## config.mk

```make
export PLATFORM = sky130hd
export DESIGN_NAME = pmem_arbiter_fsm
export DESIGN_NICKNAME = d
export VERILOG_FILES = /design/src/rtl/pmem_arbiter_fsm.sv
export SDC_FILE = /design/constraint.sdc
export NUM_CORES = 1
export LEC_CHECK = 0
export CORE_AREA = 3 3 532 534
export CTS_BUF_LIST = sky130_fd_sc_hd__clkbuf_8
export DETAILED_ROUTE_END_ITERATION = 10
export DIE_AREA = 0 0 535 537
export HOLD_SLACK_MARGIN = 0.05
export PLACE_DENSITY = 0.34
export SKIP_LAST_GASP = 1
export SYNTH_ARGS = -nofsm -noshare
export SYNTH_HDL_FRONTEND = slang
export SYNTH_SLANG_ARGS = --single-unit
```

## constraint.sdc

```tcl
create_clock -name clk -period 1.7 [get_ports clk]
set_clock_uncertainty 0.1 [all_clocks]
set_input_delay 0.17 -clock clk [delete_from_list [all_inputs] [get_ports clk]]
set_output_delay 0.17 -clock clk [all_outputs]
set_load 0.05 [all_outputs]
```

## src/rtl/pmem_arbiter_fsm.sv

```systemverilog
// ---------------------------------------------------------------------------
// pmem_arbiter_fsm
//
// Shares the single physical-memory port (cacheline adapter) between the
// instruction cache and the data cache. One 256-bit line transaction is
// outstanding at a time. Address, write line and direction are latched at
// grant and held on the memory side until pmem_resp; the response is then
// routed to the owning cache in the same cycle.
//
// Optional feature macro: PMEM_ARB_RR_EN
//   defined   -> round-robin on simultaneous I/D requests (the requester
//                not granted last wins); the pointer updates on every grant.
//   undefined -> fixed priority, the D-cache wins every tie; no pointer.
//
// Parameters:
//   ADDR_W  address width (default 32)
//   LINE_W  cacheline width (default 256)
//
// Ports:
//   clk, rst_n         clock (rising edge), asynchronous active-low reset
//   instr_read/addr    I-cache line read request and address
//   instr_mem_resp     one-cycle completion pulse to I-cache (combinational)
//   instr_cacheline    read line to I-cache (pmem_rdata while I owns port)
//   data_read/write    D-cache read / write-back request
//   data_addr/wdata    D-cache line address and write-back line
//   data_mem_resp      one-cycle completion pulse to D-cache (combinational)
//   data_cacheline     read line to D-cache (pmem_rdata while D owns port)
//   pmem_read/write    registered commands to the cacheline adapter
//   pmem_address/wdata registered, latched line address / write line
//   pmem_rdata/resp    read line and completion from the adapter
// ---------------------------------------------------------------------------
module pmem_arbiter_fsm #(
    parameter int ADDR_W = 32,
    parameter int LINE_W = 256
) (
    input  logic              clk,
    input  logic              rst_n,
    // I-cache side
    input  logic              instr_read,
    input  logic [ADDR_W-1:0] instr_addr,
    output logic              instr_mem_resp,
    output logic [LINE_W-1:0] instr_cacheline,
    // D-cache side
    input  logic              data_read,
    input  logic              data_write,
    input  logic [ADDR_W-1:0] data_addr,
    input  logic [LINE_W-1:0] data_mem_wdata,
    output logic              data_mem_resp,
    output logic [LINE_W-1:0] data_cacheline,
    // Cacheline adapter side
    output logic              pmem_read,
    output logic              pmem_write,
    output logic [ADDR_W-1:0] pmem_address,
    output logic [LINE_W-1:0] pmem_wdata,
    input  logic [LINE_W-1:0] pmem_rdata,
    input  logic              pmem_resp
);

    localparam logic [1:0] ST_IDLE   = 2'd0;
    localparam logic [1:0] ST_I_BUSY = 2'd1;
    localparam logic [1:0] ST_D_BUSY = 2'd2;

    logic [1:0]        r_state;
    logic [1:0]        w_next_state;
    logic              r_pmem_read;
    logic              r_pmem_write;
    logic [ADDR_W-1:0] r_pmem_address;
    logic [LINE_W-1:0] r_pmem_wdata;

    logic              w_i_req;
    logic              w_d_req;
    logic              w_grant_i;
    logic              w_grant_d;
    logic              w_i_owner;
    logic              w_d_owner;
    logic              w_resp_done;

    assign w_i_req     = instr_read;
    // A D-cache request with both direction bits set is a write-back.
    assign w_d_req     = data_read | data_write;
    assign w_i_owner   = (r_state == ST_I_BUSY);
    assign w_d_owner   = (r_state == ST_D_BUSY);
    // pmem_resp only means something while a transaction is in flight.
    assign w_resp_done = pmem_resp & (w_i_owner | w_d_owner);

`ifdef PMEM_ARB_RR_EN
    // Remembers which requester won the most recent grant (1 = I-cache).
    logic r_last_i;

    // Round-robin pointer: starts as "last granted I" so D wins the first tie.
    always_ff @(posedge clk or negedge rst_n) begin
        if (!rst_n) begin
            r_last_i <= 1'b1;
        end else if (w_grant_i) begin
            r_last_i <= 1'b1;
        end else if (w_grant_d) begin
            r_last_i <= 1'b0;
        end else begin
            r_last_i <= r_last_i;
        end
    end
`endif

    // Grant decision, evaluated only while the port is free.
    always_comb begin
        w_grant_i = 1'b0;
        w_grant_d = 1'b0;
        if (r_state == ST_IDLE) begin
            if (w_i_req && w_d_req) begin
`ifdef PMEM_ARB_RR_EN
                if (r_last_i) begin
                    w_grant_d = 1'b1;
                end else begin
                    w_grant_i = 1'b1;
                end
`else
                w_grant_d = 1'b1;
`endif
            end else if (w_i_req) begin
                w_grant_i = 1'b1;
            end else if (w_d_req) begin
                w_grant_d = 1'b1;
            end else begin
                w_grant_i = 1'b0;
                w_grant_d = 1'b0;
            end
        end else begin
            w_grant_i = 1'b0;
            w_grant_d = 1'b0;
        end
    end

    // Next-state logic; any unreachable encoding falls back to IDLE.
    always_comb begin
        w_next_state = r_state;
        case (r_state)
            ST_IDLE: begin
                if (w_grant_i) begin
                    w_next_state = ST_I_BUSY;
                end else if (w_grant_d) begin
                    w_next_state = ST_D_BUSY;
                end else begin
                    w_next_state = ST_IDLE;
                end
            end
            ST_I_BUSY: begin
                if (pmem_resp) begin
                    w_next_state = ST_IDLE;
                end else begin
                    w_next_state = ST_I_BUSY;
                end
            end
            ST_D_BUSY: begin
                if (pmem_resp) begin
                    w_next_state = ST_IDLE;
                end else begin
                    w_next_state = ST_D_BUSY;
                end
            end
            default: begin
                w_next_state = ST_IDLE;
            end
        endcase
    end

    // State register.
    always_ff @(posedge clk or negedge rst_n) begin
        if (!rst_n) begin
            r_state <= ST_IDLE;
        end else begin
            r_state <= w_next_state;
        end
    end

    // Memory commands: set at grant, held through the transaction, cleared
    // on the response edge.
    always_ff @(posedge clk or negedge rst_n) begin
        if (!rst_n) begin
            r_pmem_read  <= 1'b0;
            r_pmem_write <= 1'b0;
        end else if (w_grant_i) begin
            r_pmem_read  <= 1'b1;
            r_pmem_write <= 1'b0;
        end else if (w_grant_d) begin
            r_pmem_read  <= ~data_write;
            r_pmem_write <= data_write;
        end else if (w_resp_done || (w_next_state == ST_IDLE)) begin
            // Second term also scrubs commands if the state ever leaves a
            // legal encoding.
            r_pmem_read  <= 1'b0;
            r_pmem_write <= 1'b0;
        end else begin
            r_pmem_read  <= r_pmem_read;
            r_pmem_write <= r_pmem_write;
        end
    end

    // Latched address / write line; only a grant may change them, so
    // requester-side changes mid-transaction never reach memory.
    always_ff @(posedge clk or negedge rst_n) begin
        if (!rst_n) begin
            r_pmem_address <= {ADDR_W{1'b0}};
            r_pmem_wdata   <= {LINE_W{1'b0}};
        end else if (w_grant_i) begin
            r_pmem_address <= instr_addr;
            r_pmem_wdata   <= {LINE_W{1'b0}};
        end else if (w_grant_d) begin
            r_pmem_address <= data_addr;
            r_pmem_wdata   <= data_mem_wdata;
        end else begin
            r_pmem_address <= r_pmem_address;
            r_pmem_wdata   <= r_pmem_wdata;
        end
    end

    assign pmem_read    = r_pmem_read;
    assign pmem_write   = r_pmem_write;
    assign pmem_address = r_pmem_address;
    assign pmem_wdata   = r_pmem_wdata;

    // Zero-latency response routing; the non-owner never sees a pulse or data.
    assign instr_mem_resp  = w_i_owner & pmem_resp;
    assign data_mem_resp   = w_d_owner & pmem_resp;
    assign instr_cacheline = w_i_owner ? pmem_rdata : {LINE_W{1'b0}};
    assign data_cacheline  = w_d_owner ? pmem_rdata : {LINE_W{1'b0}};

endmodule
```

==> results.py <==
metrics = {
    "route": {
        "wire_per_inst_um": 28.08,
        "vias": 18530,
        "first_pass_iters": 5,
        "ant_nets": 0,
        "viasPerCell": 2.695,
        "drc": 0,
        "drt_iter0_drc": 1058,
        "wl_um": 193100,
    },
    "timing": {
        "fmax_mhz": 385.0,
        "maxSlewViolCount": 0,
        "tns_ns": -470.64,
        "hold_viol": 0,
        "tightest_slew_ns": 0.4979,
        "period_share_pct": 152.8,
        "relSlewSlack_pct": 66.70,
        "setup_violations": 810,
        "period_minus_slack_ns": 2.597,
        "setup_ws_ns": -0.8974,
        "rsz0062_at_grt": "yes",
    },
    "placed_design": {
        "gp_congestion": 0.8920,
        "dpl.hpwl_um": 167900,
        "numPortBuffers": 1385,
        "place_area_um2": 40040,
    },
    "logic_synthesis": {
        "synth_compound_area_share_pct": 18.54,
        "synthTopCellsByArea": "dfrtp_1 52%, and2_1 23%, a22o_1 16%, a222oi_1 2.3%, clkbuf_1 1.9%",
        "yosysWarnings": 0,
        "netlist_instances": 1292,
        "syn-num-nets": 1878,
        "synth_fa_ha_area_share_pct": 0.3571,
        "avgSynthCellArea_um2": 10.85,
        "ys_types": 21,
        "muxShareOfSynthArea_pct": 0,
        "yosysSeqAreaShare_pct": 52.14,
        "synth_top_area_share_pct": 52.14,
        "synth-seq-cells": 292,
        "synthSimpleGateAreaFrac_pct": 23.67,
        "synth_top_family_by_area": "simple AND/OR/NAND/NOR gates",
        "syn_area_um2": 14010,
        "synth_xor_xnor_area_share_pct": 0,
        "yosys.area.top_type": "dfrtp_1",
    },
    "run_status": {
        "violations": "setup timing",
        "outcome": "finished, violations left",
    },
    "power_and_ir_drop": {
        "power_density_nw_per_um2": 1802,
        "leakagePower_nw": 18.88,
        "vdd_drop_max_mv": 1.378,
    },
    "clock_tree": {
        "numCtsBuffers": 53,
        "cts_tree": "yes",
        "clk_pin_slew_ns": 0.07,
        "clkSinkCount": 292,
        "root_buffer": "clkbuf_8",
        "htree_levels": 2,
        "insertion_delay_ns": 0.69,
        "cts_buffer_depth": 3,
    },
    "final_layout": {
        "seq_area_um2": 7307,
        "final_nets": 3673,
        "syn_to_final_growth_pct": 227.7,
        "final_area_um2": 45930,
        "final_common_cell": "buf_12",
        "final_cell_mix": "679 x buf_12, 580 x clkdlybuf4s50_1, 318 x dlygate4sd3_1, 292 x dfrtp_1, 285 x and2_2",
        "drive_gt1_share_pct": 50.40,
        "multi_input_area_um2": 6942,
        "final.fill_count": 30730,
    },
    "grt": {
        "grt_pass1_wl_um": 232800,
        "grt_overflow": 0,
        "grt_max_degree": 55,
        "grt_usage_pct": 12.58,
        "grt_antenna_before_repair": 117,
        "grt_pass1_vias": 19650,
    },
    "die": {
        "initial_core_util_pct": 5.025,
        "pin_count": 1386,
        "core_area_um2": 278900,
        "die_w_um": 535,
        "num_rows": 194,
        "die_h_um": 537,
        "die-area_um2": 287300,
    },
    "worst_setup_path": {
        "worst-path-max-fanout": 10,
        "reg2reg_depth": 9,
        "crit_required_ns": 1.43,
        "crit_path_frequent_cell": "buf_12",
        "cp_top_family": "buffers and inverters",
        "cpMaxStageDelayCell": "dfrtp_1",
        "crit_buf_inv": 5,
        "crit_path_end_kind": "output pin",
        "start_kind": "flip-flop",
        "crit_type": "flip-flop to output pin",
        "r2r-end": "pmem_read",
        "r2r-start": "r_state[0]",
        "critical_path_arrival_ns": 2.33,
        "path_cells": "buf_6, ha_4, buf_12, buf_16, clkbuf_16, and2_2, buf_12",
        "max_stage_delay_ns": 0.40,
        "r2r_slack_ns": -0.39,
    },
    "hold_path": {
        "hold_path.startpoint": "data_mem_wdata[178]",
        "holdPathStages": 2,
        "min_to": "pmem_wdata[178]",
        "hp-class": "primary input to flip-flop",
    },
    "job": {
        "maxCapViolCount": 0,
    },
}
-- stage by stage --
step	cells	worst slack [ns]	util, %	hold WS [ns]	total power [mW]
after floorplan	1292	-0.1705	-	-0.2256	39.67
after global placement	6391	-0.3518	14.36	0.03263	73.11
after detailed placement	6391	-0.3763	14.36	0.04701	72.91
after CTS	6829	-1.020	16.21	0.06196	84.06
after global routing	6861	-1.015	16.45	0.09126	86.81
final	6876	-0.8974	16.47	0.1556	82.77
-- power breakdown --
part / internal, mW / switching [mW]
sequential: 10.2 / 3.76
combinational: 25.5 / 35.3
clock: 4.44 / 3.49
total: 40.2 / 42.6
-- sequential cells by signal, indices dropped and copies added (netlist names) --
register,cells
pmem_wdata,256
pmem_address,32
r_state,2
pmem_write,1
pmem_read,1
-- metal layers --
| layer | routed length, um | vias up | track usage, % |
|---|---|---|---|
| li1 | - | 8090 | - |
| met1 | 75350 | 8979 | 14.35 |
| met2 | 92900 | 1184 | 21.72 |
| met3 | 19500 | 267 | 5.256 |
| met4 | 5292 | 8 | 2.816 |
| met5 | 48 | - | 0 |
-- kinds of logic (layout without fill, tap and decap cells) --
| group | after synthesis | in the layout |
|---|---|---|
| AND/OR/NAND/NOR | 538 | 538 |
| adder cells (fa/ha/maj) | 4 | 4 |
| AO/OA/AOI/OAI | 297 | 297 |
| buffers and inverters | 161 | 2000 |
| flip-flops | 292 | 292 |
| other | 0 | 21 |
-- worst max path at each step --
stage                from             endpoint  slack [ns]  cells after the start
6_report       r_state[0]  instr_cacheline[42]       -0.90                      7
4_1_cts        r_state[1]  data_cacheline[126]       -1.02                      8
2_1_floorplan  r_state[0]  data_cacheline[100]       -0.17                      6
3_5_place_dp    data_read      pmem_wdata[199]       -0.38                      5
5_1_grt        r_state[0]  instr_cacheline[33]       -1.01                      7
3_3_place_gp    data_read      pmem_wdata[173]       -0.35                      5
-- cell usage after synthesis --
master	number
inv_1	36
a22o_1	248
nor4bb_1	1
nor2b_1	1
buf_2	43
o31a_1	1
a222oi_1	32
a2111oi_2	1
o21a_1	1
o211ai_1	1
and2_1	514
nor2_1	3
o31ai_1	1
buf_6	11
clkbuf_1	71
nand3_1	2
o21ai_1	2
nand2_1	17
dfrtp_1	292
ha_1	4
a21oi_1	10
-- final cells by class --
type | count | area share [%]
antenna | 21 | 0.1144
sequential | 292 | 15.91
clock inverter | 27 | 0.5667
multi-input combinational | 839 | 15.12
clock buffer | 72 | 2.158
inverter | 36 | 0.2942
tap | 3724 | 10.15
timing repair buffer | 1865 | 55.70
-- what timing repair did --
item	in CTS	in global routing
pin swaps	2	0
hold buffers	319	0
endpoints found under the hold margin	576	0
gates resized for setup	113	97
gates cloned	14	20
setup buffers	7	9
endpoints found under the setup margin	946	895
Note: power is estimated with default switching activity, not from simulation.
